===== src/rtl/sc_stream_accum.sv =====
// sc_stream_accum -- stochastic-to-binary converter.
//
// Counts the ones in a stochastic bitstream (the divider quotient) over a
// programmable window of valid samples and presents the count on a
// valid/ready result port.
//
// Ports:
//   clk      in   clock, all logic on posedge
//   rst      in   synchronous active-high reset
//   start    in   begin a new window (accepted only when the block can take one)
//   len      in   window length minus one, latched on an accepted start
//   bit_in   in   stochastic bit
//   bit_vld  in   qualifies bit_in
//   out_cnt  out  number of ones in the completed window (CNT_W+1 bits)
//   out_len  out  len belonging to out_cnt
//   out_vld  out  result valid, held stable until out_rdy
//   out_rdy  in   consumer accepts the result on out_vld && out_rdy
//   busy     out  high while a window is being counted
//
// Optional feature macro: SC_ACCUM_OVERLAP_EN
//   When defined, a new window may start while the previous result is still
//   waiting; a second completed result parks in a shadow register.
module sc_stream_accum #(
    parameter int CNT_W = 8
) (
    input  logic             clk,
    input  logic             rst,
    input  logic             start,
    input  logic [CNT_W-1:0] len,
    input  logic             bit_in,
    input  logic             bit_vld,
    output logic [CNT_W:0]   out_cnt,
    output logic [CNT_W-1:0] out_len,
    output logic             out_vld,
    input  logic             out_rdy,
    output logic             busy
);

    typedef enum logic [2:0] {
        S_IDLE,
        S_RUN,
        S_HOLD,
        S_RUN_HOLD,
        S_FULL
    } state_t;

    state_t           state_q, state_d;
    logic [CNT_W-1:0] len_q, len_d;
    logic [CNT_W:0]   smp_q, smp_d;
    logic [CNT_W:0]   one_q, one_d;
    logic [CNT_W:0]   out_cnt_q, out_cnt_d;
    logic [CNT_W-1:0] out_len_q, out_len_d;
    logic             out_vld_q, out_vld_d;
    logic             busy_q, busy_d;
`ifdef SC_ACCUM_OVERLAP_EN
    logic [CNT_W:0]   shd_cnt_q, shd_cnt_d;
    logic [CNT_W-1:0] shd_len_q, shd_len_d;
`endif

    logic [CNT_W:0] smp_inc;
    logic [CNT_W:0] one_inc;
    logic [CNT_W:0] win_tgt;
    logic           last;
    logic           hs;

    // Sample counter is one bit wider than len so a 2^CNT_W window compares
    // without wrap; the target is len+1 valid samples.
    assign smp_inc = smp_q + (CNT_W+1)'(1);
    assign one_inc = one_q + (CNT_W+1)'(bit_in);
    assign win_tgt = {1'b0, len_q} + (CNT_W+1)'(1);
    assign last    = bit_vld && (smp_inc == win_tgt);
    assign hs      = out_vld_q && out_rdy;

    always_comb begin
        state_d   = state_q;
        len_d     = len_q;
        smp_d     = smp_q;
        one_d     = one_q;
        out_cnt_d = out_cnt_q;
        out_len_d = out_len_q;
        out_vld_d = out_vld_q;
`ifdef SC_ACCUM_OVERLAP_EN
        shd_cnt_d = shd_cnt_q;
        shd_len_d = shd_len_q;
`endif
        case (state_q)
            S_IDLE: begin
                if (start) begin
                    len_d   = len;
                    smp_d   = '0;
                    one_d   = '0;
                    state_d = S_RUN;
                end
            end
            S_RUN: begin
                if (bit_vld) begin
                    smp_d = smp_inc;
                    one_d = one_inc;
                    if (last) begin
                        out_vld_d = 1'b1;
                        out_cnt_d = one_inc;
                        out_len_d = len_q;
                        state_d   = S_HOLD;
                    end
                end
            end
            S_HOLD: begin
                if (hs) begin
                    out_vld_d = 1'b0;
                    state_d   = S_IDLE;
                end
`ifdef SC_ACCUM_OVERLAP_EN
                // A window may open behind the waiting result; if that result
                // leaves in the same cycle the block is simply running.
                if (start) begin
                    len_d   = len;
                    smp_d   = '0;
                    one_d   = '0;
                    state_d = hs ? S_RUN : S_RUN_HOLD;
                end
`endif
            end
`ifdef SC_ACCUM_OVERLAP_EN
            S_RUN_HOLD: begin
                if (bit_vld) begin
                    smp_d = smp_inc;
                    one_d = one_inc;
                end
                if (last) begin
                    if (hs) begin
                        // Old result leaves as the new one lands: no shadow use.
                        out_cnt_d = one_inc;
                        out_len_d = len_q;
                        state_d   = S_HOLD;
                    end else begin
                        shd_cnt_d = one_inc;
                        shd_len_d = len_q;
                        state_d   = S_FULL;
                    end
                end else if (hs) begin
                    out_vld_d = 1'b0;
                    state_d   = S_RUN;
                end
            end
            S_FULL: begin
                if (hs) begin
                    out_cnt_d = shd_cnt_q;
                    out_len_d = shd_len_q;
                    state_d   = S_HOLD;
                end
            end
`endif
            default: state_d = S_IDLE;
        endcase
        busy_d = (state_d == S_RUN) || (state_d == S_RUN_HOLD);
    end

    always_ff @(posedge clk) begin
        if (rst) begin
            state_q   <= S_IDLE;
            len_q     <= '0;
            smp_q     <= '0;
            one_q     <= '0;
            out_cnt_q <= '0;
            out_len_q <= '0;
            out_vld_q <= 1'b0;
            busy_q    <= 1'b0;
`ifdef SC_ACCUM_OVERLAP_EN
            shd_cnt_q <= '0;
            shd_len_q <= '0;
`endif
        end else begin
            state_q   <= state_d;
            len_q     <= len_d;
            smp_q     <= smp_d;
            one_q     <= one_d;
            out_cnt_q <= out_cnt_d;
            out_len_q <= out_len_d;
            out_vld_q <= out_vld_d;
            busy_q    <= busy_d;
`ifdef SC_ACCUM_OVERLAP_EN
            shd_cnt_q <= shd_cnt_d;
            shd_len_q <= shd_len_d;
`endif
        end
    end

    assign out_cnt = out_cnt_q;
    assign out_len = out_len_q;
    assign out_vld = out_vld_q;
    assign busy    = busy_q;

endmodule


===== config.mk =====
export PLATFORM = sky130hd
export DESIGN_NAME = sc_stream_accum
export DESIGN_NICKNAME = d
export VERILOG_FILES = /design/src/rtl/sc_stream_accum.sv
export SDC_FILE = /design/constraint.sdc
export NUM_CORES = 1
export LEC_CHECK = 0
export BUFFER_PORTS_ARGS = -buffer_cell sky130_fd_sc_hd__buf_2
export CORE_UTILIZATION = 55
export CTS_CLUSTER_SIZE = 14
export DETAILED_ROUTE_END_ITERATION = 12
export GPL_ROUTABILITY_DRIVEN = 0
export PLACE_DENSITY = 0.85
export SLEW_MARGIN = 20
export SYNTH_ARGS = -nofsm -noshare
export SYNTH_HDL_FRONTEND = slang
export SYNTH_SLANG_ARGS = --single-unit

===== constraint.sdc =====
create_clock -name clk -period 2.66 [get_ports clk]
set_input_delay 0.399 -clock clk [delete_from_list [all_inputs] [get_ports clk]]
set_output_delay 0.399 -clock clk [all_outputs]
set_load 0.1 [all_outputs]

==> summary.md <==
| Metric | Value |
|---|---|
| DRC | `0` |
| Count of flip-flops with a built-in enable after synthesis | `0` |
| Data arrival time of the critical path | `~2.7 ns` |
| Critical Path Fanout Max | `7` |
| Final Hold Violating Endpoints | `0` |
| Required time at the worst-slack endpoint | `approximately 2.9 ns` |
| Initial standard-cell utilization of the core | `0.5791` |
| Core utilization of the finished layout | `0.6555` |
| Area growth from synthesis to layout | `13.21%` |
| Reg-to-reg endpoint | `out_cnt[6]$_SDFFE_PP0P_` |
| Count of final setup violators | `0` |
| Top-count cell post-synth | `dfxtp_1` |
| Combinational family with the most area after synthesis | `simple AND/OR/NAND/NOR gates` |
| Post-Layout Inst Area | `roughly 2900 um2` |
| Pin count of the biggest net entering global routing | `37` |
| Pleak | `~0.0011 uW` |
| Power density normalized to cell area | `458.9 nW/um2` |
| Register share of total power | `0.559` |
| Reg2Reg Depth | `6` |
| Worst-case register-to-register setup slack | `0.20 ns` |
| Number of antenna violations at the first check in global routing | `0` |
| Number of routed nets with antenna violations | `0` |
| Total Nets Final | `359` |
| Critical Path Source | `smp_q[4]$_SDFFE_PP0P_` |
| Number of rows created at floorplan | `24` |
| Int Power | `~990 uW` |
| Parity-gate share of the synthesized area counting xor and xnor cells | `0.07836` |
| Quantity of hold-fixing buffers added after cts | `0` |
| Multi-input gate area | `roughly 1500 um2` |
| Tmin final | `2.463 ns` |
| Die footprint | `approximately 4900 um2` |
| Fraction of the mapped netlist area in compound gates | `0.1878` |
| Count of antenna diodes in the layout | `0` |
| Boundary Pins | `33` |
| Fillcell total | `363` |
| Sequential Area | `~960 um2` |
| Reg-to-Reg Start | `smp_q[4]$_SDFFE_PP0P_` |
| Placeable core region | `4384 um2` |
| Share of cells above drive strength 1 | `0.2105` |
| Half-perimeter wire length of the detailed placement result | `about 4000 um` |
| Most numerous cell types in the synthesized netlist | `dfxtp_1, a21oi_1, nand2_1, nor2_1, xnor2_1` |
| Number of max-cap violations | `0` |
| Maximum buffer depth of the clock tree | `2` |
| Quantity of I/O buffers inserted on ports | `32` |
| Transition time at the pin with the least slew margin | `0.6064 ns` |
| Share of Yosys cell area claimed by the top area cell type | `0.3785` |
| Capturing element type of the critical path | `register` |
| Total via count in the routed design | `2328` |
| Critical path class | `reg -> reg` |
| CTS tree | `done` |
| Highest achievable clock rate | `0.4061 GHz` |
| Share of total power consumed by net switching | `0.2531` |
| RSZ-0062 raised after global routing | `false` |
| Number of DRC violations after detailed-routing iteration 0 | `160` |
| Number of slew-limit violations in the final report | `0` |
| Part of the Yosys area used for sequential elements | `0.3785` |
| Main flop type after synthesis | `dfxtp_1` |
| Number of distinct library cells after synthesis | `47` |
| Post-Syn Instances | `307` |
| H-tree Lvls | `2` |
| Final Cycle Share | `0.9258` |
| Status | `finished, final reports clean` |
| Synthesized net count | `325` |
| Mean area per synthesized cell | `just over 8 um2` |
| Cell with the biggest individual delay on the critical path | `or4_4` |
| Routed length per placed instance | `between 10 and 15 um` |
| Detailed-router iteration count before antenna repair | `4` |
| Switch Pwr | `333.8 uW` |
| Combinational share of power | `0.103` |
| Dominant cell type by area after synthesis | `dfxtp_1` |
| Number of placed instances with taps included | `386` |
| Summed instance area of the synthesized netlist | `2539 um2` |
| Die Span X | `69.94 um` |
| Worst min path class | `in -> reg` |
| Worst slew margin relative to its limit | `0.5957` |
| Mux share of post-synthesis cell area | `0.03450` |
| Worst-Skew Late Latency | `0.30 ns` |
| Via density per instance | `roughly 6` |
| Number of buffers created by CTS | `5` |
| Max incr delay on CP | `~0.58 ns` |
| Number of sinks on the clock net | `between 40 and 50` |
| Minimum hold slack | `0.3193 ns` |
| Area post-placement | `2783 um2` |
| Largest cells by area after synthesis | `dfxtp_1, a21oi_1, nand2_1` |
| Wirelength, routed | `between 5000 and 6000 um` |
| Die height | `69.94 um` |
| Synthesized-area fraction occupied by and/or/nand/nor cells | `0.2716` |
| Number of global-route vias before repair | `2213` |
| CTS clock-pin slew for the worst setup and hold paths | `0.08 ns` |
| Maximum resistive drop on vdd | `roughly 260 uV` |
| Fraction of registers with async set or reset after synthesis | `0` |
| Summed negative setup slack over all endpoints | `0 ns` |
| Leftover overflow at the end of global routing | `0` |
| Synthesized-area fraction occupied by adder cells | `0.01971` |
| Startpoint class of the critical path | `register` |
| Clock tree root buffer cell | `clkbuf_8` |
| CP Capture Point | `out_cnt[6]$_SDFFE_PP0P_` |
| Global-route wire length before repair | `around 9900 um` |
| Number of warnings printed during yosys synthesis | `0` |
| Crit path cell chain | `nand3_1, o21a_1, or4_4, a2111oi_4, nand4_4, mux2_2` |
| Post-Layout Cell Count | `394` |
| Postcts setup bufs | `0` |
| Register bit total from synthesis | `48` |
| Combined global-route utilization of all metal layers | `0.2492` |
| Layout Skew | `0.002426 ns` |
| Clock group share of total power | `0.338` |
[timing repair]
action / in CTS / in global routing
setup endpoints to repair: 0 / 11
gates resized for setup: 0 / 1
hold endpoints to repair: 0 / 0
[cell type report]
| class | count | area share |
|---|---|---|
| repair buffers | 44 | 0.08707 |
| flip-flops and latches | 48 | 0.3348 |
| well taps | 52 | 0.02264 |
| multi-input cells | 242 | 0.5242 |
| clock buffers | 8 | 0.03135 |
[worst min path at each step]
stage                                  from                       to  slack, ns  cells past startpoint
finish                               len[2]    len_q[2]$_SDFFE_PP0P_       0.32                      3
floorplan             one_q[0]$_SDFFE_PP0P_    one_q[0]$_SDFFE_PP0P_       0.45                      2
global placement    out_len[7]$_SDFFE_PP0P_  out_len[7]$_SDFFE_PP0P_       0.45                      2
detailed placement  out_cnt[0]$_SDFFE_PP0P_  out_cnt[0]$_SDFFE_PP0P_       0.46                      2
global route                         len[0]    len_q[0]$_SDFFE_PP0P_       0.34                      3
CTS                                  len[7]    len_q[7]$_SDFFE_PP0P_       0.32                      3
[cell usage in the layout, fill, tap and decap left out, types with 3 or more instances in the layout]
cell	n
a21oi_1	35
a22oi_1	3
a31oi_1	3
and2b_2	4
and3_1	4
buf_2	32
buf_4	12
clkbuf_8	6
dfxtp_1	47
ha_1	4
mux2_2	6
nand2_1	35
nand3_1	12
nand4_1	14
nor2_1	34
nor3_1	8
o21a_1	4
o21ai_0	11
o31ai_1	11
xnor2_1	15
xor2_1	5
[critical path: cells and delay by family, from the launching register on]
family	cells	cell delay (ns)
AO/OA/AOI/OAI	2	0.67
AND/OR/NAND/NOR	3	0.92
flip-flops	1	0.44
multiplexers	1	0.32
[power groups by stage]
stage | Clock, uW | Sequential [uW] | Combinational (uW)
floorplan | 0 | 760 | 84.7
global placement | 0 | 753 | 131
detailed placement | 0 | 754 | 134
CTS | 455 | 736 | 134
global route | 484 | 738 | 149
finish | 446 | 737 | 136
[through the flow]
stage | setup WS [ns] | power, uW
floorplan | 0.3438 | 844.3
global placement | 0.1568 | 884.1
detailed placement | 0.1091 | 887.2
CTS | 0.1074 | 1326
global route | 0.02746 | 1371
finish | 0.1973 | 1319
[state kept, by name, indices dropped and copies added (netlist names)]
| name | cells |
|---|---|
| one_q | 9 |
| out_cnt | 9 |
| smp_q | 9 |
| len_q | 8 |
| out_len | 8 |
| state_q | 3 |
| busy | 1 |
| out_vld | 1 |
[metal layers]
layer  global-route usage  wire, um  vias up  share of wire
met5                    0         0        -              0
li1                     -         -     1175              -
met1               0.3119      2544     1077           0.44
met2               0.4177      2761       63           0.48
met3              0.05195       336       13          0.059
met4              0.09778        99        0          0.017
[logic make-up (layout without fill, tap and decap cells)]
| kind of cell | count (synthesis) | after routing |
|---|---|---|
| buffers and inverters | 17 | 52 |
| XOR/XNOR | 21 | 21 |
| multiplexers | 8 | 8 |
| adder cells (fa/ha/maj) | 4 | 4 |
| AND/OR/NAND/NOR | 133 | 133 |
| flip-flops | 48 | 48 |
| other | 1 | 1 |
| AO/OA/AOI/OAI | 75 | 75 |
Power figures use the tool's default switching activity.
